--- config.mk ---
export PLATFORM = sky130hd
export DESIGN_NAME = serial_word_receiver
export DESIGN_NICKNAME = d
export VERILOG_FILES = /design/src/rtl/serial_word_receiver.sv
export SDC_FILE = /design/constraint.sdc
export NUM_CORES = 1
export LEC_CHECK = 0
export BUFFER_PORTS_ARGS = -buffer_cell sky130_fd_sc_hd__buf_4
export CAP_MARGIN = 20
export CELL_PAD_IN_SITES_DETAIL_PLACEMENT = 1
export CELL_PAD_IN_SITES_GLOBAL_PLACEMENT = 1
export CORE_AREA = 8 8 65 67
export CTS_BUF_LIST = sky130_fd_sc_hd__clkbuf_8
export DETAILED_ROUTE_END_ITERATION = 12
export DIE_AREA = 0 0 73 75
export MAX_ROUTING_LAYER = met4
export PLACE_DENSITY_LB_ADDON = 0.1
export REMOVE_ABC_BUFFERS = 1
export SYNTH_ARGS = -nofsm -noshare
export SYNTH_HDL_FRONTEND = slang
export SYNTH_SLANG_ARGS = --single-unit
--- constraint.sdc ---
create_clock -name clk -period 1.7 [get_ports clk]
set_input_delay 0 -clock clk [delete_from_list [all_inputs] [get_ports clk]]
set_output_delay 0 -clock clk [all_outputs]
set_load 0.01 [all_outputs]
--- src/rtl/serial_word_receiver.sv ---
// Framed serial-to-parallel receiver: start/WIDTH data/stop frames sampled on
// ser_en strobes, presented as WIDTH-bit words on a one-deep valid/ready port.
//
// Ports:
//   clk, reset     rising-edge clock, asynchronous active-high reset
//   ser_in         serial line (idles high)
//   ser_en         bit strobe; ser_in is sampled only when high
//   dout           received word, held while dout_valid && !dout_ready
//   dout_valid     dout holds an unconsumed word
//   dout_ready     consumer accepts dout when dout_valid is high
//   busy           receiver is not idle
//   frame_err      one-cycle pulse: stop bit sampled low
//   overrun        one-cycle pulse: good word dropped, output buffer full
module serial_word_receiver #(
    parameter int WIDTH     = 8,
    parameter bit MSB_FIRST = 1'b0
) (
    input  logic             clk,
    input  logic             reset,
    input  logic             ser_in,
    input  logic             ser_en,
    output logic [WIDTH-1:0] dout,
    output logic             dout_valid,
    input  logic             dout_ready,
    output logic             busy,
    output logic             frame_err,
    output logic             overrun
);

    localparam int CW = $clog2(WIDTH + 1);
    localparam logic [CW-1:0] LAST = CW'(WIDTH - 1);

    typedef enum logic [1:0] {
        IDLE,
        DATA,
        STOP,
        WAIT_HIGH
    } state_t;

    state_t           state, state_n;
    logic [CW-1:0]    cnt, cnt_n;
    logic [WIDTH-1:0] sr, sr_n, sr_shift;
    logic [WIDTH-1:0] dout_n;
    logic             valid_n;
    logic             ferr_n;
    logic             ovr_n;

    if (MSB_FIRST) begin : g_msb
        assign sr_shift = {sr[WIDTH-2:0], ser_in};
    end else begin : g_lsb
        assign sr_shift = {ser_in, sr[WIDTH-1:1]};
    end

    always_ff @(posedge clk or posedge reset) begin
        if (reset) begin
            state      <= IDLE;
            cnt        <= '0;
            sr         <= '0;
            dout       <= '0;
            dout_valid <= 1'b0;
            frame_err  <= 1'b0;
            overrun    <= 1'b0;
        end else begin
            state      <= state_n;
            cnt        <= cnt_n;
            sr         <= sr_n;
            dout       <= dout_n;
            dout_valid <= valid_n;
            frame_err  <= ferr_n;
            overrun    <= ovr_n;
        end
    end

    always_comb begin
        state_n = state;
        cnt_n   = cnt;
        sr_n    = sr;
        dout_n  = dout;
        valid_n = dout_valid;
        ferr_n  = 1'b0;
        ovr_n   = 1'b0;

        // A transfer empties the buffer unless a new word loads below.
        if (dout_valid && dout_ready) begin
            valid_n = 1'b0;
        end

        if (ser_en) begin
            unique case (state)
                IDLE: begin
                    if (!ser_in) begin
                        state_n = DATA;
                        cnt_n   = '0;
                    end
                end
                DATA: begin
                    sr_n  = sr_shift;
                    cnt_n = cnt + CW'(1);
                    if (cnt == LAST) begin
                        state_n = STOP;
                    end
                end
                STOP: begin
                    if (ser_in) begin
                        state_n = IDLE;
                        // Buffer counts as free if it drains this same edge.
                        if (!dout_valid || dout_ready) begin
                            dout_n  = sr;
                            valid_n = 1'b1;
                        end else begin
                            ovr_n = 1'b1;
                        end
                    end else begin
                        ferr_n  = 1'b1;
                        state_n = WAIT_HIGH;
                    end
                end
                WAIT_HIGH: begin
                    if (ser_in) begin
                        state_n = IDLE;
                    end
                end
                default: state_n = IDLE;
            endcase
        end
    end

    assign busy = (state != IDLE);

endmodule

# After elaboration in Yosys (flattened, before gate mapping)
# Index checks and enable logic that the tools add are counted.
[classes]
addsub = 1
eq_ne = 7
mux = 19
reduce_logical = 10
[ops]
columns = ["cell", "n"]
rows = [
  ["2-to-1 mux 1 bit", 12],
  ["2-to-1 mux 2 bit", 4],
  ["one-hot mux 2 bit (4 select lines)", 1],
  ["one-hot mux 4 bit (2 select lines)", 1],
  ["AND reduction 4 bit", 2],
  ["!= test 2 bit (second input constant)", 3],
  ["adder 4 x 1 -> 4 bit (second input constant)", 1],
  ["equality test 2 bit (second input constant)", 2],
  ["equality test 4 x 3 -> 1 bit (second input constant)", 1],
  ["2-to-1 mux 4 bit", 1],
  ["nonzero test 2 bit", 2],
  ["AND reduction 3 bit", 1],
  ["equality test 2 x 1 -> 1 bit (second input constant)", 1],
  ["logical NOT 2 bit", 1],
  ["AND reduction 2 bit", 1],
  ["logical AND 1 bit", 1],
  ["logical NOT 1 bit", 1],
  ["logical OR 1 bit", 1],
]
[totals]
reg_bits = 25
in_bits = 5
output_inout_bits = 12
word_cells = 44

# Logic depth before layout (Yosys ltp)
# Gate-level depths: netlist (run 1).
[depth]
ltp_word = 6
ltp_mapped = 4
ltp_nobuf = 4

# Least setup slack after synthesis (run 1)
# OpenSTA, ideal clock, no wires.
[synth_path]
kind = "flip-flop to flip-flop"
from = "register state[0]"
to = "register dout[0]"
arrival_ns = 1.224
t_required_ns = 1.575
path_slack_ns = 0.351
stages_incl_launch_ff = 5
n_path_buf = 1
path_cell_list = "dfrtp_1 nand4b_2 nor2b_2 buf_6 mux2_4"
[synth_between]
elab_chain_cells = 2
[synth_rtl]
columns = ["element", "line_no", "source"]
rows = [
  ["from (decl)", "40", "state_t state, state_n;"],
  ["from (signal assigned)", "64", "state <= state_n;"],
  ["equality test 2 bit", "89", "unique case (state)"],
  ["AND reduction 4 bit (no line)", "--", ""],
  ["to (signal assigned)", "67", "dout <= dout_n;"],
  ["to (decl)", "22", "output logic [WIDTH-1:0] dout,"],
]
# Every way passes these cells.
# A chain may end at the register's enable or synchronous reset.

# Final worst setup path (run 1)
# Same ends and word-level chain as after synthesis.

==> qor.txt, run 1 <==
outcome = finished clean
first-pass GRT wire length = 3620 µm
final instance area = 1310 µm²
largest net degree at the start of global routing = 26
hpwl dp = 1420 µm
Final WS setup = 0.236 ns
P_int = 1.39 mW
Post-route DRC = 0
Max Cap Violations = 0
vias = 628
Synth Register Bits = 25
final hold violation count = 0
TritonCTS clock tree = built
die area = 5480 µm²
num ports = 17
Setup TNS Final = 0 ns
WHS = 0.0468 ns
XOR/XNOR Fraction of Synth Area = 0%
Placer Congestion = 0.725
multi-input logic area = 402 µm²
Clk pin slew, worst setup/hold paths = 0.08 ns
post-synth top area share = 58.8%
Slew Viols, Final = 0
Hold/Removal Path Class = in -> reg
mux cell area share after synthesis = 20.7%
Setup WS pre-CTS = 0.235 ns
actual slew at the worst max-slew pin = 0.319 ns
vias per std cell = 4.30
Core Box Area = 3230 µm²
Max stage delay on crit path = 0.46 ns
CP Capture Type = flip-flop
sequential area share after synthesis = 58.8%
Post-Synthesis Mean Instance Area = 13.8 µm²
antenna-violating nets left = 0
die height = 75 µm
Num CTS Buffers = 3
Comb power frac = 33.1%
clock sink count = 25
dpl cells = 140
largest family of logic cells by synthesized area = multiplexers
initial antenna violation count = 0
PortBufs = 16
WP data arrival = 1.61 ns
register area = 626 µm²
Post-Route WL = 1880 µm
commonest non-fill, non-tap cell in the layout = dfrtp_1
post-route minimum period = 1.46 ns
f_max = 683 MHz
# Post-CTS Setup Buffers = 0
layout cells sized above 1 = 41.0%
maximum vdd drop = 0.456 mV
final worst-path cycle share = 86.1%
H-tree levels = 1
antenna cells = 0
Required @ worst endpoint = 1.85 ns
Pwr Density = 1510 nW/µm²
total grt overflow = 0
Synth area leader = dfrtp_1
DRT Pass-1 Iters = 3
clock root buffer master = clkbuf_8
Net Sw Power = 0.591 mW
WL/cell = 12.9 µm
CP max stage cell = dfrtp_1
library cells used by synthesis = 26
Die W = 73 µm
Syn Std Cell Area = 1060 µm²
CP Max Fanout = 9
Nets = 107
simple-gate portion of the synthesized area = 11.8%
most frequent cells in the layout = dfrtp_1 (25), buf_4 (19), mux2_4 (8), mux2_2 (8), inv_1 (6)
RSZ-0062 raised after global routing = no
gr usage total = 8.65%
synthesis-to-finish area growth = 23.1%
synth top area cells = dfrtp_1 (59%), mux2_4 (11%), mux2_2 (8.5%)
CP Launch Type = flip-flop
Sw Share = 29.8%
kind of critical path = reg -> reg
Non-Filler Instances = 146
Post-DP Area = 1250 µm²
critical path, cell by cell = nand4b_2 > nor2b_2 > buf_4 > mux2_4
row cnt = 21
final setup fails = 0
Worst-Skew Late Latency = 0.26 ns
Reg power frac = 50.3%
CTS max path bufs = 2
First DRT Iteration DRCs = 24
yosys warns = 0
Leak = 0.648 nW
Initial Util = 32.9%
Synth Area in Adders = 1.18%
Post-Syn Instances = 77
max_slew headroom = 78.7%
Filler Cells Inserted = 350
vias in the first global route = 745
Synth Area in Compound Gates = 4.11%
Clock Power Share = 16.6%
Layout Skew = 0.00302 ns
[power groups by stage]
| stage | clock, mW | sequential [mW] | combinational, mW |
|---|---|---|---|
| after floorplan | 0 | 0.995 | 0.431 |
| after global placement | 0 | 1.01 | 0.652 |
| after detailed placement | 0 | 1.02 | 0.672 |
| after CTS | 0.352 | 1.00 | 0.675 |
| after global routing | 0.377 | 1.04 | 0.758 |
| final | 0.330 | 0.998 | 0.656 |
[cell families (layout without fill, tap and decap cells)]
kind of cell    Yosys count  count (layout)
simple gates             20              20
fa+ha+maj                 1               1
compound gates            7               7
flops                    25              25
buf+inv                   7              30
mux                      17              17
[synthesized netlist by cell type]
library cell  count
mux2_2            8
buf_4             1
mux2_4            8
or2b_1            1
nand3b_1          1
nand2_1           4
o22ai_1           1
mux2i_1           1
nor4bb_1          1
nor2b_2           1
nor2b_1           2
ha_1              1
nand2b_1          2
dfrtp_1          25
o21ai_0           2
inv_1             5
nor2_1            2
a31oi_1           1
nor3_1            2
nand4b_2          1
a21o_1            1
a41oi_1           1
a21oi_1           1
or2_2             1
buf_6             1
and3_1            2
[sequential cells by signal, indices dropped and copies added (netlist names)]
| signal | cells |
|---|---|
| dout | 8 |
| sr | 8 |
| cnt | 4 |
| state | 2 |
| dout_valid | 1 |
| frame_err | 1 |
| overrun | 1 |
[per-stage QoR]
stage	total power, mW	utilization, %
finish	1.98	40.6
global route	2.17	40.6
global placement	1.66	38.6
floorplan	1.43	-
detailed placement	1.69	38.6
CTS	2.03	40.6
[worst max-delay path, delay by kind of cell, from the launching register on]
family,cells,cell delay (ns)
buffers and inverters,1,0.20
DFF,1,0.46
muxes,1,0.31
and+or+nand+nor,2,0.39
[worst paths after layout]
| check | from | endpoint | slack (ns) | depth (start not counted) |
|---|---|---|---|---|
| min | ser_en | frame_err$_DFF_PP0_ | 0.05 | 3 |
| max reg2reg | state[0]$_DFFE_PP0P_ | dout[0]$_DFFE_PP0P_ | 0.24 | 4 |
| max in group asynchronous | reset | sr[4]$_DFFE_PP0P_ | 1.10 | 4 |
| min in group asynchronous | reset | sr[0]$_DFFE_PP0P_ | 0.36 | 4 |
| min reg2reg | cnt[3]$_DFFE_PP0P_ | cnt[3]$_DFFE_PP0P_ | 0.49 | 1 |
| max | state[0]$_DFFE_PP0P_ | dout[0]$_DFFE_PP0P_ | 0.24 | 4 |
[final cells by class]
| class | count | share of cell area [%] |
|---|---|---|
| multi-input combinational | 45 | 30.6 |
| clock buffer | 3 | 3.15 |
| inverter | 5 | 1.43 |
| tap | 46 | 4.39 |
| clock inverter | 1 | 0.286 |
| timing repair buffer | 21 | 12.4 |
| sequential | 25 | 47.7 |
[what timing repair did]
item | 4_1_cts | 5_1_grt
endpoints found under the setup margin | 0 | 0
endpoints found under the hold margin | 26 | 0
resized for setup | 0 | 0
hold buffers | 2 | 0
[layer usage]
layer / GRT usage [%] / part of all wire (%) / up-vias
met5: - / 0 / -
met4: 3.33 / 0.64 / 0
met3: 2.40 / 3.7 / 2
met2: 14.6 / 52 / 7
met1: 9.52 / 43 / 310
li1: - / - / 309
(Power assumes the default switching activity.)
==> inputs of run 2 (changes only) <==
- PLACE_DENSITY: not set -> 0.62
- PLACE_DENSITY_LB_ADDON: 0.1 -> not set
- REMOVE_ABC_BUFFERS: 1 -> not set
- clock period: 1.7 -> 1.8 ns (I/O delays scaled with it)
==> run 2 against run 1 <==
Effect of this change: non-clock buffer count did not move; clock power fell by 5%; clock skew rose by 0.00082 ns; final area did not move; largest power group unchanged; sequential cell count did not move; core utilization did not move; critical endpoint is now dout[4]$_DFFE_PP0P_; worst hold slack got worse by 0.030 ns.
==> qor.txt, run 2 (synthesized netlist as in run 1, its figures left out) <==
H-tree levels = 1 (unchanged)
Max stage delay on crit path = 0.46 ns (about the same)
CTS max path bufs = 2 (unchanged)
antenna cells = 0 (unchanged)
final hold violation count = 0 (unchanged)
final setup fails = 0 (unchanged)
die height = 75 µm (unchanged)
f_max = 680 MHz (was 683 MHz)
dpl cells = 140 (unchanged)
clock sink count = 25 (unchanged)
Comb power frac = 32.8% (was 33.1%)
CP Launch Type = flip-flop (unchanged)
WP data arrival = 1.62 ns (was 1.61 ns)
Num CTS Buffers = 3 (unchanged)
total grt overflow = 0 (unchanged)
Placer Congestion = 0.673 (was 0.725)
largest net degree at the start of global routing = 26 (unchanged)
antenna-violating nets left = 0 (unchanged)
maximum vdd drop = 0.478 mV (was 0.456 mV)
actual slew at the worst max-slew pin = 0.317 ns (was 0.319 ns)
hpwl dp = 1380 µm (was 1420 µm)
Required @ worst endpoint = 1.95 ns (was 1.85 ns)
top flop regs = dout x8, sr x8, cnt x4 (unchanged)
Slew Viols, Final = 0 (unchanged)
Reg power frac = 50.5% (was 50.3%)
CP Max Fanout = 9 (unchanged)
vias = 656 (was 628)
WL/cell = 12.9 µm (about the same)
post-route minimum period = 1.47 ns (was 1.46 ns)
most frequent cells in the layout = dfrtp_1 (25), buf_4 (19), mux2_4 (8), mux2_2 (8), inv_1 (6) (unchanged)
first-pass GRT wire length = 3310 µm (was 3620 µm)
RSZ-0062 raised after global routing = no (unchanged)
# Post-CTS Setup Buffers = 0 (unchanged)
Clk pin slew, worst setup/hold paths = 0.08 ns (about the same)
Clock Power Share = 16.7% (was 16.6%)
Worst-Skew Late Latency = 0.26 ns (about the same)
kind of critical path = reg -> reg (unchanged)
Hold Crit Depth = 3 (unchanged)
CP Capture Type = flip-flop (unchanged)
CP max stage cell = dfrtp_1 (unchanged)
DRT Pass-1 Iters = 2 (was 3)
commonest non-fill, non-tap cell in the layout = dfrtp_1 (unchanged)
TritonCTS clock tree = built (unchanged)
Synth Net Count = 83
Net Sw Power = 0.564 mW (was 0.591 mW)
Layout Skew = 0.00385 ns (was 0.00302 ns)
Pwr Density = 1430 nW/µm² (was 1510 nW/µm²)
Die W = 73 µm (unchanged)
Reg2Reg Depth = 4 (unchanged)
die area = 5480 µm² (unchanged)
Initial Util = 32.9% (unchanged)
register area = 626 µm² (unchanged)
clock root buffer master = clkbuf_8 (unchanged)
Non-Filler Instances = 146 (unchanged)
Nets = 107 (unchanged)
Filler Cells Inserted = 358 (was 350)
multi-input logic area = 402 µm² (unchanged)
P_int = 1.31 mW (was 1.39 mW)
WHS = 0.0170 ns (was 0.0468 ns)
Max Cap Violations = 0 (unchanged)
max_slew headroom = 78.9% (was 78.7%)
Post-route DRC = 0 (unchanged)
vias per std cell = 4.49 (was 4.30)
PortBufs = 16 (unchanged)
vias in the first global route = 727 (was 745)
Leak = 0.648 nW (unchanged)
total power = 1.88 mW (was 1.98 mW)
layout cells sized above 1 = 41.0% (unchanged)
final worst-path cycle share = 81.7% (was 86.1%)
outcome = finished clean (unchanged)
First DRT Iteration DRCs = 35 (was 24)
initial antenna violation count = 0 (unchanged)
critical path, cell by cell = nand4b_2 > nor2b_2 > buf_4 > mux2_4 (unchanged)
Post-Route WL = 1880 µm (about the same)
Setup TNS Final = 0 ns (unchanged)
num ports = 17 (unchanged)
Core Box Area = 3230 µm² (unchanged)
Sw Share = 30.0% (was 29.8%)
synthesis-to-finish area growth = 23.1% (unchanged)
Hold/Removal Path Class = in -> reg (unchanged)
gr usage total = 8.02% (was 8.65%)
row cnt = 21 (unchanged)
run 2: layout make-up:
cell class / instances / area share [%]
repair buffers: 21 / 12.4
flip-flops and latches: 25 / 47.7
clock inverters: 1 / 0.286
inverters: 5 / 1.43
well taps: 46 / 4.39
clock buffers: 3 / 3.15
multi-input cells: 45 / 30.6
run 2: metrics by stage:
step / utilization (%) / instance area (µm²) / worst slack (ns)
floorplan: - / 1060 / 0.451
global placement: 38.6 / 1250 / 0.370
finish: 40.6 / 1310 / 0.330
detailed placement: 38.6 / 1250 / 0.326
CTS: 40.6 / 1310 / 0.313
global route: 40.6 / 1310 / 0.236
run 2: path summary, 6_finish.rpt:
check                                      from             endpoint  slack (ns)
setup / recovery           state[0]$_DFFE_PP0P_  dout[4]$_DFFE_PP0P_        0.33
hold / removal                       dout_ready    overrun$_DFF_PP0_        0.02
setup reg to reg           state[0]$_DFFE_PP0P_  dout[4]$_DFFE_PP0P_        0.33
hold reg to reg              cnt[3]$_DFFE_PP0P_   cnt[3]$_DFFE_PP0P_        0.50
max in group asynchronous                 reset   cnt[2]$_DFFE_PP0P_        1.21
min in group asynchronous                 reset  dout[0]$_DFFE_PP0P_        0.34
run 2: worst max-delay path: cells and delay by family, from the launching register on:
family / cells / cell delay [ns]
DFF: 1 / 0.46
and+or+nand+nor: 2 / 0.39
buffers and inverters: 1 / 0.20
muxes: 1 / 0.31
run 2: power groups by stage:
stage | Combinational (mW) | Sequential [mW] | Clock, mW
6_report | 0.617 | 0.948 | 0.313
5_1_grt | 0.695 | 0.985 | 0.355
4_1_cts | 0.634 | 0.952 | 0.333
3_5_place_dp | 0.630 | 0.965 | 0
3_3_place_gp | 0.611 | 0.952 | 0
2_1_floorplan | 0.420 | 0.939 | 0
run 2: per-layer routing:
| layer | vias up | track usage (%) | wire length [µm] |
|---|---|---|---|
| met5 | - | - | 0 |
| met4 | 0 | 3.33 | 5 |
| met3 | 2 | 2.80 | 108 |
| met2 | 12 | 12.8 | 939 |
| met1 | 330 | 8.98 | 825 |
| li1 | 312 | - | - |
run 2: repair_timing:
action                                  CTS  global route
endpoints found under the hold margin    26             0
endpoints found under the setup margin    0             0
gates resized for setup                   0             0
hold buffers                              2             0
==> inputs of run 3 (changes only) <==
- clock period: 1.8 -> 1.44 ns (I/O delays scaled with it)
==> run 3 against run 2 <==
Effect of this change: cell count rose by 2.1%; global-route usage rose by 0.53 points; critical path depth did not move; worst hold slack barely moved; core utilization rose by 1.1 points; final area rose by 2.8%; sequential power rose by 23%; highest routed layer unchanged.
==> qor.txt, run 3 (synthesized netlist as in run 1, its figures left out) <==
max_slew headroom = 78.0% (was 78.9%)
row cnt = 21 (unchanged)
outcome = finished clean (unchanged)
Num CTS Buffers = 3 (unchanged)
final hold violation count = 0 (unchanged)
Core Box Area = 3230 µm² (unchanged)
most frequent cells in the layout = dfrtp_1 (25), buf_4 (21), mux2_4 (8), mux2_2 (8), inv_1 (5) (was dfrtp_1 (25), buf_4 (19), mux2_4 (8), mux2_2 (8), inv_1 (6))
CP Launch Type = flip-flop (unchanged)
Leak = 0.664 nW (was 0.648 nW)
initial antenna violation count = 0 (unchanged)
P_int = 1.69 mW (was 1.31 mW)
Net Sw Power = 0.731 mW (was 0.564 mW)
cts repair resizes = 0 (unchanged)
First DRT Iteration DRCs = 17 (was 35)
vias per std cell = 4.50 (was 4.49)
largest net degree at the start of global routing = 26 (unchanged)
WP data arrival = 1.51 ns (was 1.62 ns)
Final WS setup = 0.0866 ns (was 0.330 ns)
Setup TNS Final = 0 ns (unchanged)
Setup WS pre-CTS = 0.0908 ns (was 0.326 ns)
H-tree levels = 1 (unchanged)
DRT Pass-1 Iters = 4 (was 2)
layout cells sized above 1 = 43.7% (was 41.0%)
Slew Viols, Final = 0 (unchanged)
Max Cap Violations = 0 (unchanged)
hold buffers post-CTS = 2 (unchanged)
Pwr Density = 1790 nW/µm² (was 1430 nW/µm²)
Nets = 110 (was 107)
clock root buffer master = clkbuf_8 (unchanged)
final core utilization = 41.7% (was 40.6%)
vias = 670 (was 656)
Comb power frac = 34.9% (was 32.8%)
TritonCTS clock tree = built (unchanged)
Worst-Skew Late Latency = 0.27 ns (was 0.26 ns)
PortBufs = 16 (unchanged)
final setup fails = 0 (unchanged)
commonest non-fill, non-tap cell in the layout = dfrtp_1 (unchanged)
Clock Power Share = 16.8% (was 16.7%)
Required @ worst endpoint = 1.59 ns (was 1.95 ns)
Clk pin slew, worst setup/hold paths = 0.09 ns (was 0.08 ns)
gr usage total = 8.55% (was 8.02%)
die height = 75 µm (unchanged)
antenna-violating nets left = 0 (unchanged)
actual slew at the worst max-slew pin = 0.329 ns (was 0.317 ns)
WL/cell = 13.4 µm (was 12.9 µm)
kind of critical path = reg -> reg (unchanged)
synthesis-to-finish area growth = 26.6% (was 23.1%)
post-route minimum period = 1.35 ns (was 1.47 ns)
die area = 5480 µm² (unchanged)
total grt overflow = 0 (unchanged)
Placer Congestion = 0.651 (was 0.673)
antenna cells = 0 (unchanged)
Layout Skew = 0.00677 ns (was 0.00385 ns)
Hold/Removal Path Class = in -> reg (unchanged)
Reg power frac = 48.3% (was 50.5%)
Initial Util = 32.9% (unchanged)
vias in the first global route = 750 (was 727)
RSZ-0062 raised after global routing = no (unchanged)
top flop regs = dout x8, sr x8, cnt x4 (unchanged)
Synth Net Count = 83 (unchanged)
Sw Share = 30.2% (was 30.0%)
hpwl dp = 1470 µm (was 1380 µm)
maximum vdd drop = 0.890 mV (was 0.478 mV)
# Post-CTS Setup Buffers = 0 (unchanged)
Post-route DRC = 0 (unchanged)
Filler Cells Inserted = 363 (was 358)
CP Capture Type = flip-flop (unchanged)
CP Max Fanout = 8 (was 9)
f_max = 739 MHz (was 680 MHz)
CTS max path bufs = 2 (unchanged)
num ports = 17 (unchanged)
first-pass GRT wire length = 3530 µm (was 3310 µm)
Die W = 73 µm (unchanged)
Post-Route WL = 1990 µm (was 1880 µm)
final worst-path cycle share = 94.0% (was 81.7%)
clock sink count = 25 (unchanged)
==> run 3: worst max-delay path, cell delays in order, from the launching register on <==
cell	delay, ns
dfrtp_1	0.38
nand4b_2	0.23
nor2b_2	0.18
buf_12	0.15
mux2_4	0.30
==> run 3: per-layer routing <==
metal	GRT usage [%]	part of all wire, %
met5	-	0
met4	2.67	0.25
met3	3.73	6.0
met2	14.4	52
met1	8.85	42
==> run 3: area by class of cell <==
type / instances / area (µm²) / area share, %
clock buffer: 3 / 41.3 / 3.06
sequential: 25 / 626 / 46.4
multi-input combinational: 45 / 402 / 29.8
timing repair buffer: 24 / 198 / 14.7
clock inverter: 1 / 5.00 / 0.371
inverter: 5 / 18.8 / 1.39
tap: 46 / 57.6 / 4.27
==> run 3: per-stage QoR <==
step | total power, mW | cells | instance area, µm² | hold slack [ns]
finish | 2.42 | 149 | 1350 | 0.0173
global placement | 2.00 | 143 | 1280 | 0.0745
detailed placement | 2.05 | 143 | 1280 | 0.0847
global route | 2.63 | 149 | 1350 | 0.0295
CTS | 2.47 | 149 | 1350 | 0.00926
floorplan | 1.70 | 77 | 1060 | 0.0273
==> run 3: path summary, 6_finish.rpt <==
kind                       slack (ns)  depth (start not counted)                 start                    to
setup / recovery                 0.09                          4  state[0]$_DFFE_PP0P_   dout[2]$_DFFE_PP0P_
hold / removal                   0.02                          3            dout_ready     overrun$_DFF_PP0_
setup reg to reg                 0.09                          4  state[0]$_DFFE_PP0P_   dout[2]$_DFFE_PP0P_
hold reg to reg                  0.49                          1    cnt[3]$_DFFE_PP0P_    cnt[3]$_DFFE_PP0P_
max in group asynchronous        0.85                          4                 reset   dout[3]$_DFFE_PP0P_
min in group asynchronous        0.34                          4                 reset  state[1]$_DFFE_PP0P_
==> run 3: power by group through the flow <==
stage	sequential (mW)	clock, mW	combinational, mW
2_1_floorplan	1.17	0	0.525
3_3_place_gp	1.17	0	0.827
3_5_place_dp	1.19	0	0.855
4_1_cts	1.18	0.432	0.863
5_1_grt	1.21	0.458	0.955
6_report	1.17	0.407	0.843
